===== src/rtl/bexkat1_pkg.sv =====
// Shared types and constants for the bexkat1 instruction-side blocks.
// Holds the prefetch FSM state type and the FIFO entry layout.
package bexkat1_pkg;

    localparam int INS_WORD_BYTES = 4;

    typedef enum logic [1:0] {
        PF_RUN   = 2'd0,
        PF_DRAIN = 2'd1,
        PF_FLUSH = 2'd2
    } pf_state_t;

    typedef struct packed {
        logic [31:0] pc;
        logic [31:0] word;
    } pf_entry_t;

endpackage


===== src/rtl/pf_fifo.sv =====
// Show-ahead FIFO of {pc, word} entries for the instruction prefetcher.
// Synchronous clear has priority over push and pop; count is exported for credit logic.
module pf_fifo
    import bexkat1_pkg::*;
#(
    parameter int DEPTH = 4
) (
    input  logic                     clk_i,
    input  logic                     rst_i,
    input  logic                     clr,
    input  logic                     push,
    input  pf_entry_t                din,
    input  logic                     pop,
    output pf_entry_t                dout,
    output logic                     empty,
    output logic [$clog2(DEPTH):0]   count
);
    localparam int AW = $clog2(DEPTH);

    pf_entry_t     mem [DEPTH];
    logic [AW-1:0] rd_ptr;
    logic [AW-1:0] wr_ptr;
    logic          full;
    logic          do_push;
    logic          do_pop;

    assign empty   = (count == '0);
    assign full    = (count == (AW+1)'(DEPTH));
    assign do_pop  = pop & ~empty;
    // A full FIFO may accept a push in the same cycle it pops.
    assign do_push = push & (~full | do_pop);
    assign dout    = mem[rd_ptr];

    always_ff @(posedge clk_i or negedge rst_i) begin
        if (!rst_i) begin
            rd_ptr <= '0;
            wr_ptr <= '0;
            count  <= '0;
        end else if (clr) begin
            rd_ptr <= '0;
            wr_ptr <= '0;
            count  <= '0;
        end else begin
            if (do_push) wr_ptr <= wr_ptr + AW'(1);
            if (do_pop)  rd_ptr <= rd_ptr + AW'(1);
            count <= count + (AW+1)'(do_push) - (AW+1)'(do_pop);
        end
    end

    // NOTE: storage is not reset; count/pointers alone define which entries are live.
    always_ff @(posedge clk_i) begin
        if (do_push && !clr) mem[wr_ptr] <= din;
    end

endmodule


===== src/rtl/ins_prefetch.sv =====
// Instruction prefetch buffer: pipelined Wishbone reads ahead of ifetch into a show-ahead FIFO.
// Optional PREFETCH_STATS_EN adds flush and delivered-word counters.
module ins_prefetch
    import bexkat1_pkg::*;
#(
    parameter int          DEPTH     = 4,
    parameter logic [31:0] RESET_VEC = 32'h0000_0000
) (
    input  logic        clk_i,
    input  logic        rst_i,
    input  logic        pc_set_i,
    input  logic [31:0] pc_in,
    input  logic        halt_i,
    output logic [31:0] word_o,
    output logic [31:0] word_pc_o,
    output logic        valid_o,
    input  logic        ready_i,
    output logic [31:0] bus_adr_o,
    output logic        bus_cyc_o,
    output logic        bus_stb_o,
    output logic        bus_we_o,
    output logic [3:0]  bus_sel_o,
    input  logic [31:0] bus_dat_i,
    input  logic        bus_ack_i,
    input  logic        bus_stall_i
`ifdef PREFETCH_STATS_EN
    ,
    output logic [15:0] stat_flush_o,
    output logic [31:0] stat_words_o
`endif
);
    localparam int          AW   = $clog2(DEPTH);
    localparam int          CW   = AW + 1;
    localparam logic [31:0] STEP = 32'(INS_WORD_BYTES);

    pf_state_t     state;
    pf_state_t     state_nx;
    logic [31:0]   adr;
    logic [31:0]   tag;
    logic [CW-1:0] outstanding;
    logic [CW-1:0] fifo_count;
    logic [CW:0]   load;
    logic          credit;
    logic          busy;
    logic          cyc;
    logic          stb;
    logic          issue;
    logic          ack_take;
    logic          pop;
    logic          fifo_empty;
    pf_entry_t     head;
    pf_entry_t     ack_entry;

    // Reserving a slot per outstanding read guarantees every ack finds room.
    assign load     = {1'b0, fifo_count} + {1'b0, outstanding};
    assign credit   = (load < (CW+1)'(DEPTH));
    assign busy     = (outstanding != '0);
    assign issue    = stb & ~bus_stall_i;
    assign ack_take = bus_ack_i & (state != PF_FLUSH) & busy;
    assign pop      = valid_o & ready_i;

    always_comb begin
        // NOTE: default every combinational output first so no path infers a latch.
        cyc = 1'b0;
        stb = 1'b0;
        case (state)
            PF_RUN: begin
                stb = credit;
                cyc = credit | busy;
            end
            PF_DRAIN: cyc = busy;
            default: ;
        endcase
    end

    always_comb begin
        state_nx = state;
        if (pc_set_i) begin
            state_nx = PF_FLUSH;
        end else begin
            case (state)
                PF_RUN:   if (halt_i) state_nx = PF_DRAIN;
                PF_DRAIN: state_nx = PF_DRAIN;
                default:  state_nx = PF_RUN;
            endcase
        end
    end

    always_ff @(posedge clk_i or negedge rst_i) begin
        if (!rst_i) begin
            state       <= PF_RUN;
            adr         <= RESET_VEC;
            tag         <= RESET_VEC;
            outstanding <= '0;
        end else begin
            state <= state_nx;
            if (pc_set_i) begin
                adr         <= pc_in;
                tag         <= pc_in;
                outstanding <= '0;
            end else begin
                if (issue)    adr <= adr + STEP;
                if (ack_take) tag <= tag + STEP;
                outstanding <= outstanding + CW'(issue) - CW'(ack_take);
            end
        end
    end

    assign ack_entry = '{pc: tag, word: bus_dat_i};

    pf_fifo #(.DEPTH(DEPTH)) u_fifo (
        .clk_i (clk_i),
        .rst_i (rst_i),
        .clr   (pc_set_i),
        .push  (ack_take),
        .din   (ack_entry),
        .pop   (pop),
        .dout  (head),
        .empty (fifo_empty),
        .count (fifo_count)
    );

    // Bus strobes are masked by reset so they drop the instant reset asserts.
    assign bus_cyc_o = rst_i & cyc;
    assign bus_stb_o = rst_i & stb;
    assign bus_adr_o = adr;
    assign bus_we_o  = 1'b0;
    assign bus_sel_o = 4'hf;
    assign valid_o   = ~fifo_empty;
    assign word_o    = valid_o ? head.word : '0;
    assign word_pc_o = valid_o ? head.pc : '0;

`ifdef PREFETCH_STATS_EN
    always_ff @(posedge clk_i or negedge rst_i) begin
        if (!rst_i) begin
            stat_flush_o <= '0;
            stat_words_o <= '0;
        end else begin
            if (pc_set_i) stat_flush_o <= stat_flush_o + 16'd1;
            if (pop)      stat_words_o <= stat_words_o + 32'd1;
        end
    end
`endif

endmodule

===== config.mk =====
export PLATFORM = sky130hd
export DESIGN_NAME = ins_prefetch
export DESIGN_NICKNAME = d
export VERILOG_FILES = /design/src/rtl/bexkat1_pkg.sv /design/src/rtl/pf_fifo.sv /design/src/rtl/ins_prefetch.sv
export SDC_FILE = /design/constraint.sdc
export NUM_CORES = 1
export LEC_CHECK = 0
export ABC_AREA = 1
export BUFFER_PORTS_ARGS = -buffer_cell sky130_fd_sc_hd__buf_2
export CAP_MARGIN = 10
export CELL_PAD_IN_SITES_DETAIL_PLACEMENT = 0
export CELL_PAD_IN_SITES_GLOBAL_PLACEMENT = 1
export CORE_MARGIN = 1
export CORE_UTILIZATION = 40
export CTS_CLUSTER_DIAMETER = 120
export DETAILED_ROUTE_END_ITERATION = 8
export GPL_TIMING_DRIVEN = 1
export PLACE_DENSITY = 0.83
export SLEW_MARGIN = 40
export SYNTH_ARGS = -nofsm -noshare
export SYNTH_HDL_FRONTEND = slang
export SYNTH_SLANG_ARGS = --single-unit

===== constraint.sdc =====
create_clock -name clk_i -period 4.55 [get_ports clk_i]
set_clock_uncertainty 0.1 [all_clocks]
set_input_delay 0.2275 -clock clk_i [delete_from_list [all_inputs] [get_ports clk_i]]
set_output_delay 0.2275 -clock clk_i [all_outputs]
set_load 0.05 [all_outputs]

Word-level counts from Yosys, hierarchy flattened
Memories as Yosys holds them, arrays and structs flattened. Index checks and enable logic that the tools add are counted.

Memories kept: 1. Word-level logic and storage cells: 63. RAM bits: 256. Bits of input ports: 71. Output and inout bits: 104. Bits in registers: 76.

Memory list: u_fifo.mem (depth 4, bits a word 64, rd ports 1, clocked after Yosys merged registers in 0, wr ports 1, RTL line pf_fifo.sv:20) `pf_entry_t mem [DEPTH];`.

Equality and inequality tests: 4. Add/subtract/negate cells: 9. Bitwise operators: 13. Reduce and logical (&&, ||, !) cells: 9. Magnitude comparators: 1. Multiplexer cells: 19.

Operator list (count): $mux 32 (6); $add 32x3->32 const B (2); $mux 2 (6); $and 1x1->1 (8); $reduce_bool 2->1 (4); $add 3x1->3 (2); $mux 3 (2); $sub 3x1->3 (2); $add 2x1->2 const B (2); $add 3x3->4 (1); $lt 4x3->1 const B (1); $pmux 2 s2 (1); $eq 3x3->1 const B (1); $logic_not 3->1 (1); $mux 1 (3); $ne 3x3->1 const B (1); $not 1->1 (3); $reduce_bool 3->1 (1); $eq 2x1->1 const B (1); $logic_not 2->1 (1); $ne 2x2->1 const B (1); $or 1x1->1 (2); $pmux 1 s2 (1); $logic_and 1x1->1 (1); $logic_not 1->1 (1).

Longest topological paths before layout
Depth in word-level cells: 9. Mapped depth: 14. Gate-level depth less buffers: 12.

By module
Synthesis repeated with hierarchy kept, for this count alone.

Cells, all modules: 1558. Area total of the unflattened synthesis: 15396.0 um^2.

By module, submodules not included: pf_fifo (times used 1, area an instance 10042.1 um^2, cells each 684, sequential area each 7862.5 um^2); ins_prefetch (times used 1, area an instance 5353.9 um^2, cells each 874, sequential area each 1726.7 um^2).

Least setup slack after synthesis
Ideal clock, no wire load.

Kind: register to register. From: register state[1]. To: memory u_fifo.mem[0][0] (netlist name) (enable). Data arrival time: 3.629 ns. Clock period less this slack: 4.216 ns. Required time: 3.964 ns. Setup time: 0.486 ns. Path buffers: 0. Slack: 0.334 ns. Stages on the path, launching flop included: 6. Cell sequence: dfrtp_1 > a21oi_1 > nand2_2 > a21oi_2 > nand2_1 > nor2_1.

Longest elaborated chain between the ends: 7.

RTL lines: start: declaration (RTL line ins_prefetch.sv:36) `pf_state_t state;`; start signal: assignment (RTL line ins_prefetch.sv:96) `state <= state_nx;`; $ne 2x2->1 (RTL line ins_prefetch.sv:59) `assign ack_take = bus_ack_i & (state != PF_FLUSH) & busy;`; $and 1x1->1 (2 in a row) (RTL line ins_prefetch.sv:59); $and 1x1->1 (RTL line pf_fifo.sv:31) `assign do_push = push & (~full | do_pop);`; $logic_and 1x1->1 (RTL line pf_fifo.sv:52) `if (do_push && !clr) mem[wr_ptr] <= din;`; $mux 1 (RTL line pf_fifo.sv:52); $mux 1 (implied by the code) (RTL line pf_fifo.sv:52); end: declaration (RTL line pf_fifo.sv:20).

Every way passes these cells.

Worst setup path after layout
From: register u_fifo.rd_ptr[0]. To: output word_pc_o[13].

Longest elaborated chain between the ends: 2.

RTL lines: start: declaration (RTL line pf_fifo.sv:21) `logic [AW-1:0] rd_ptr;`; start signal: assignment (RTL line pf_fifo.sv:45) `if (do_pop) rd_ptr <= rd_ptr + AW'(1);`; $mem_v2 4x64; $mux 32 (RTL line ins_prefetch.sv:131) `assign word_pc_o = valid_o ? head.pc : '0;`; end: declaration (RTL line ins_prefetch.sv:15) `output logic [31:0] word_pc_o,`.

Every way passes these cells.

==> out/metrics.cfg <==
[outcome]
status=completed

[hold_path]
whs_endpoint=tag[31]
min_path_cells=5
worstHoldPathType=in -> reg
hp-start=pc_in[31]

[worst_setup_path]
cp_slowest_stage_delay_ps=690
critical_path_required_ps=4220
arrival_ps=2970
path_cells=clkinv_2 -> buf_12 -> o21ai_0 -> a21oi_1 -> buf_2
timing.rr.end=outstanding[2]
r2r_start=outstanding[1]
crit_fanout=78
worstSetupStartpointType=flip-flop
rrSetupSlack_ps=1720
crit_slowest_cell=dfrtp_4
timing.critical_path.buf_inv=3
reg2reg_depth=12
worstSetupEndpointType=output pin
path_delay_family=buffers and inverters
crit_type=reg -> out

[placement]
io_buffers=169
place_area_um2=16600
place_ws_ps=1700
dp_hpwl_mm=24.4
gp_congestion=0.876

[power_and_ir_drop]
powerDensity_nw_per_um2=574
peakVddDrop_v=0.000297
cellLeakagePower_nw=7.32

[cts]
clockBufferDepth=3
clk_pin_slew_worst_paths_ps=60
cts.repair.resized=0
htreeDepth=2
cts_hold_buf=65
cts_tree=done
clockRootBuffer=clkbuf_16
cts_buffers=36
post_cts_buffers=0
clock-sinks=332
clk_latency_ps=530

[route]
drt_iter0_drc=773
drt.antenna.violating_nets=0
drt-total-wl_mm=38.8
first_pass_iters=5
avgViaCountPerCell=5.01
drc=0
vias=11609
routedWlPerCell_um=16.7

[final_layout]
final_util=0.489
syn_to_final_growth_pct=20.7
n_antenna_cell=0
layout-drive-gt1-share=0.158
final_area_um2=18400
register_area_um2=9590
multi_input_area_um2=5010
nets=1862
final_common_cell=nor2_1
final_cell_mix=nor2_1, nand2_1, edfxtp_1
fillers=3496

[die]
io_pins=175
num_rows=71
die_area_um2=39000
die_x_um=197
coreArea_um2=37700
initial_core_util=0.406
die_h_um=197

[global_route]
track_usage=0.202
grt_max_degree=94
grt_overflow=0
grt_pass1_vias=11378
grt-busiest-layer=met2
antenna_found_initial=0
grtUsageMet1=0.275
grt_pass1_wl_mm=61.2
grt_util_met2=0.338
use_met3=0.0273

[synthesis]
synth_area_um2=15300
syn_inst=1565
synth_warnings=0
ys_seq_area_frac=0.628
ys_ff_latch=332
syn_area_per_cell_um2=9.76
yosysUniqueCellTypes=39

[timing]
finalHoldViolCount=0
setup_slack_ps=1250
period_share=0.725
rsz0062_at_grt=false
finalSetupViolCount=0
slew_headroom=0.439
setup_tns_ps=0
worst_slew_pin_slew_ps=841
fin_crit_ps=3300
max_clock_freq_mhz=303
fin_hold_ws_ps=28.4
drv_slew=0

[run]
cap_violations=0

## area by class of cell
cell class              instances  area share
inverters                      94      0.0193
well taps                     511      0.0347
clock buffers                  43      0.0503
clock inverters                23      0.0132
multi-input cells            1067       0.272
repair buffers                246      0.0900
flip-flops and latches        332       0.521
## routing by layer
layer | up-vias | wire (um)
li1 | 5655 | -
met1 | 5554 | 16900
met2 | 345 | 18500
met3 | 55 | 2580
met4 | 0 | 808
met5 | - | 0
## stage by stage
| step | std cells | power, W |
|---|---|---|
| 6_report | 2316 | 0.0106 |
| 5_1_grt | 2316 | 0.0111 |
| 4_1_cts | 2316 | 0.0107 |
| 3_5_place_dp | 2185 | 0.00771 |
| 3_3_place_gp | 2185 | 0.00765 |
| 2_1_floorplan | 1568 | 0.00670 |
## worst min-delay path, delay by kind of cell
kind	cells	cell delay [ps]
AOI/OAI and AO/OA	1	110
buffers and inverters	2	110
and+or+nand+nor	2	170
## sequential cells by signal, summed over array words and instances, names as in the netlist
name / count
bus_adr_o: 32
outstanding: 3
state: 2
tag: 32
u_fifo.count: 3
u_fifo.mem: 256
u_fifo.rd_ptr: 2
u_fifo.wr_ptr: 2
## how the worst max path moves through the flow
stage,startpoint,endpoint,cells after the start
final,u_fifo.rd_ptr[0],word_pc_o[13],5
after global routing,u_fifo.rd_ptr[0],word_pc_o[13],5
after CTS,u_fifo.rd_ptr[0],word_pc_o[13],5
after detailed placement,u_fifo.rd_ptr[0],word_pc_o[13],5
after global placement,u_fifo.rd_ptr[0],word_pc_o[13],5
after floorplan,state[1],u_fifo.mem[0][0],5
## kinds of logic (layout without fill, tap and decap cells)
kind of cell	Yosys count	in the layout	share of synthesized area
AO/OA/AOI/OAI	246	246	0.0836
XOR/XNOR	17	17	0.0102
adder cells (fa/ha/maj)	14	14	0.0124
buffers and inverters	169	406	0.0482
flip-flops	332	332	0.628
other	2	5	0.000492
AND/OR/NAND/NOR	785	785	0.217
## cell usage after synthesis
cell type	n	area share
nand3_2	3	0.0020
and3_1	1	0.00041
nand2_2	9	0.0037
nor2_4	14	0.010
nor2_1	345	0.085
fa_1	2	0.0026
nor3b_1	1	0.00049
inv_2	3	0.00074
edfxtp_1	256	0.50
nand3_1	87	0.029
xnor2_1	3	0.0017
dfrtp_1	76	0.12
buf_2	31	0.010
xor2_2	1	0.0011
or2_1	1	0.00041
nand4_1	8	0.0033
nand3b_1	4	0.0020
buf_1	4	0.00098
inv_1	91	0.022
a21oi_2	1	0.00057
clkbuf_1	23	0.0057
a31oi_1	2	0.00082
xor2_1	13	0.0075
conb_1	2	0.00049
and2_1	1	0.00041
nor3_1	4	0.0013
o21ai_1	4	0.0013
or2_2	1	0.00041
a21oi_1	75	0.025
o21bai_1	5	0.0025
nor2_8	1	0.0013
buf_4	17	0.0084
ha_1	12	0.0098
o211ai_1	11	0.0054
nand2_1	292	0.072
nand2_4	2	0.0015
nor2_2	10	0.0041
o21ai_0	148	0.048
nor3_2	1	0.00066
## power by group
group	leakage (nW)	internal [W]	switching, W
sequential	3.24	0.00354	0.000319
combinational	3.51	0.000853	0.00296
clock	0.568	0.00170	0.00121
(Power assumes the default switching activity.)
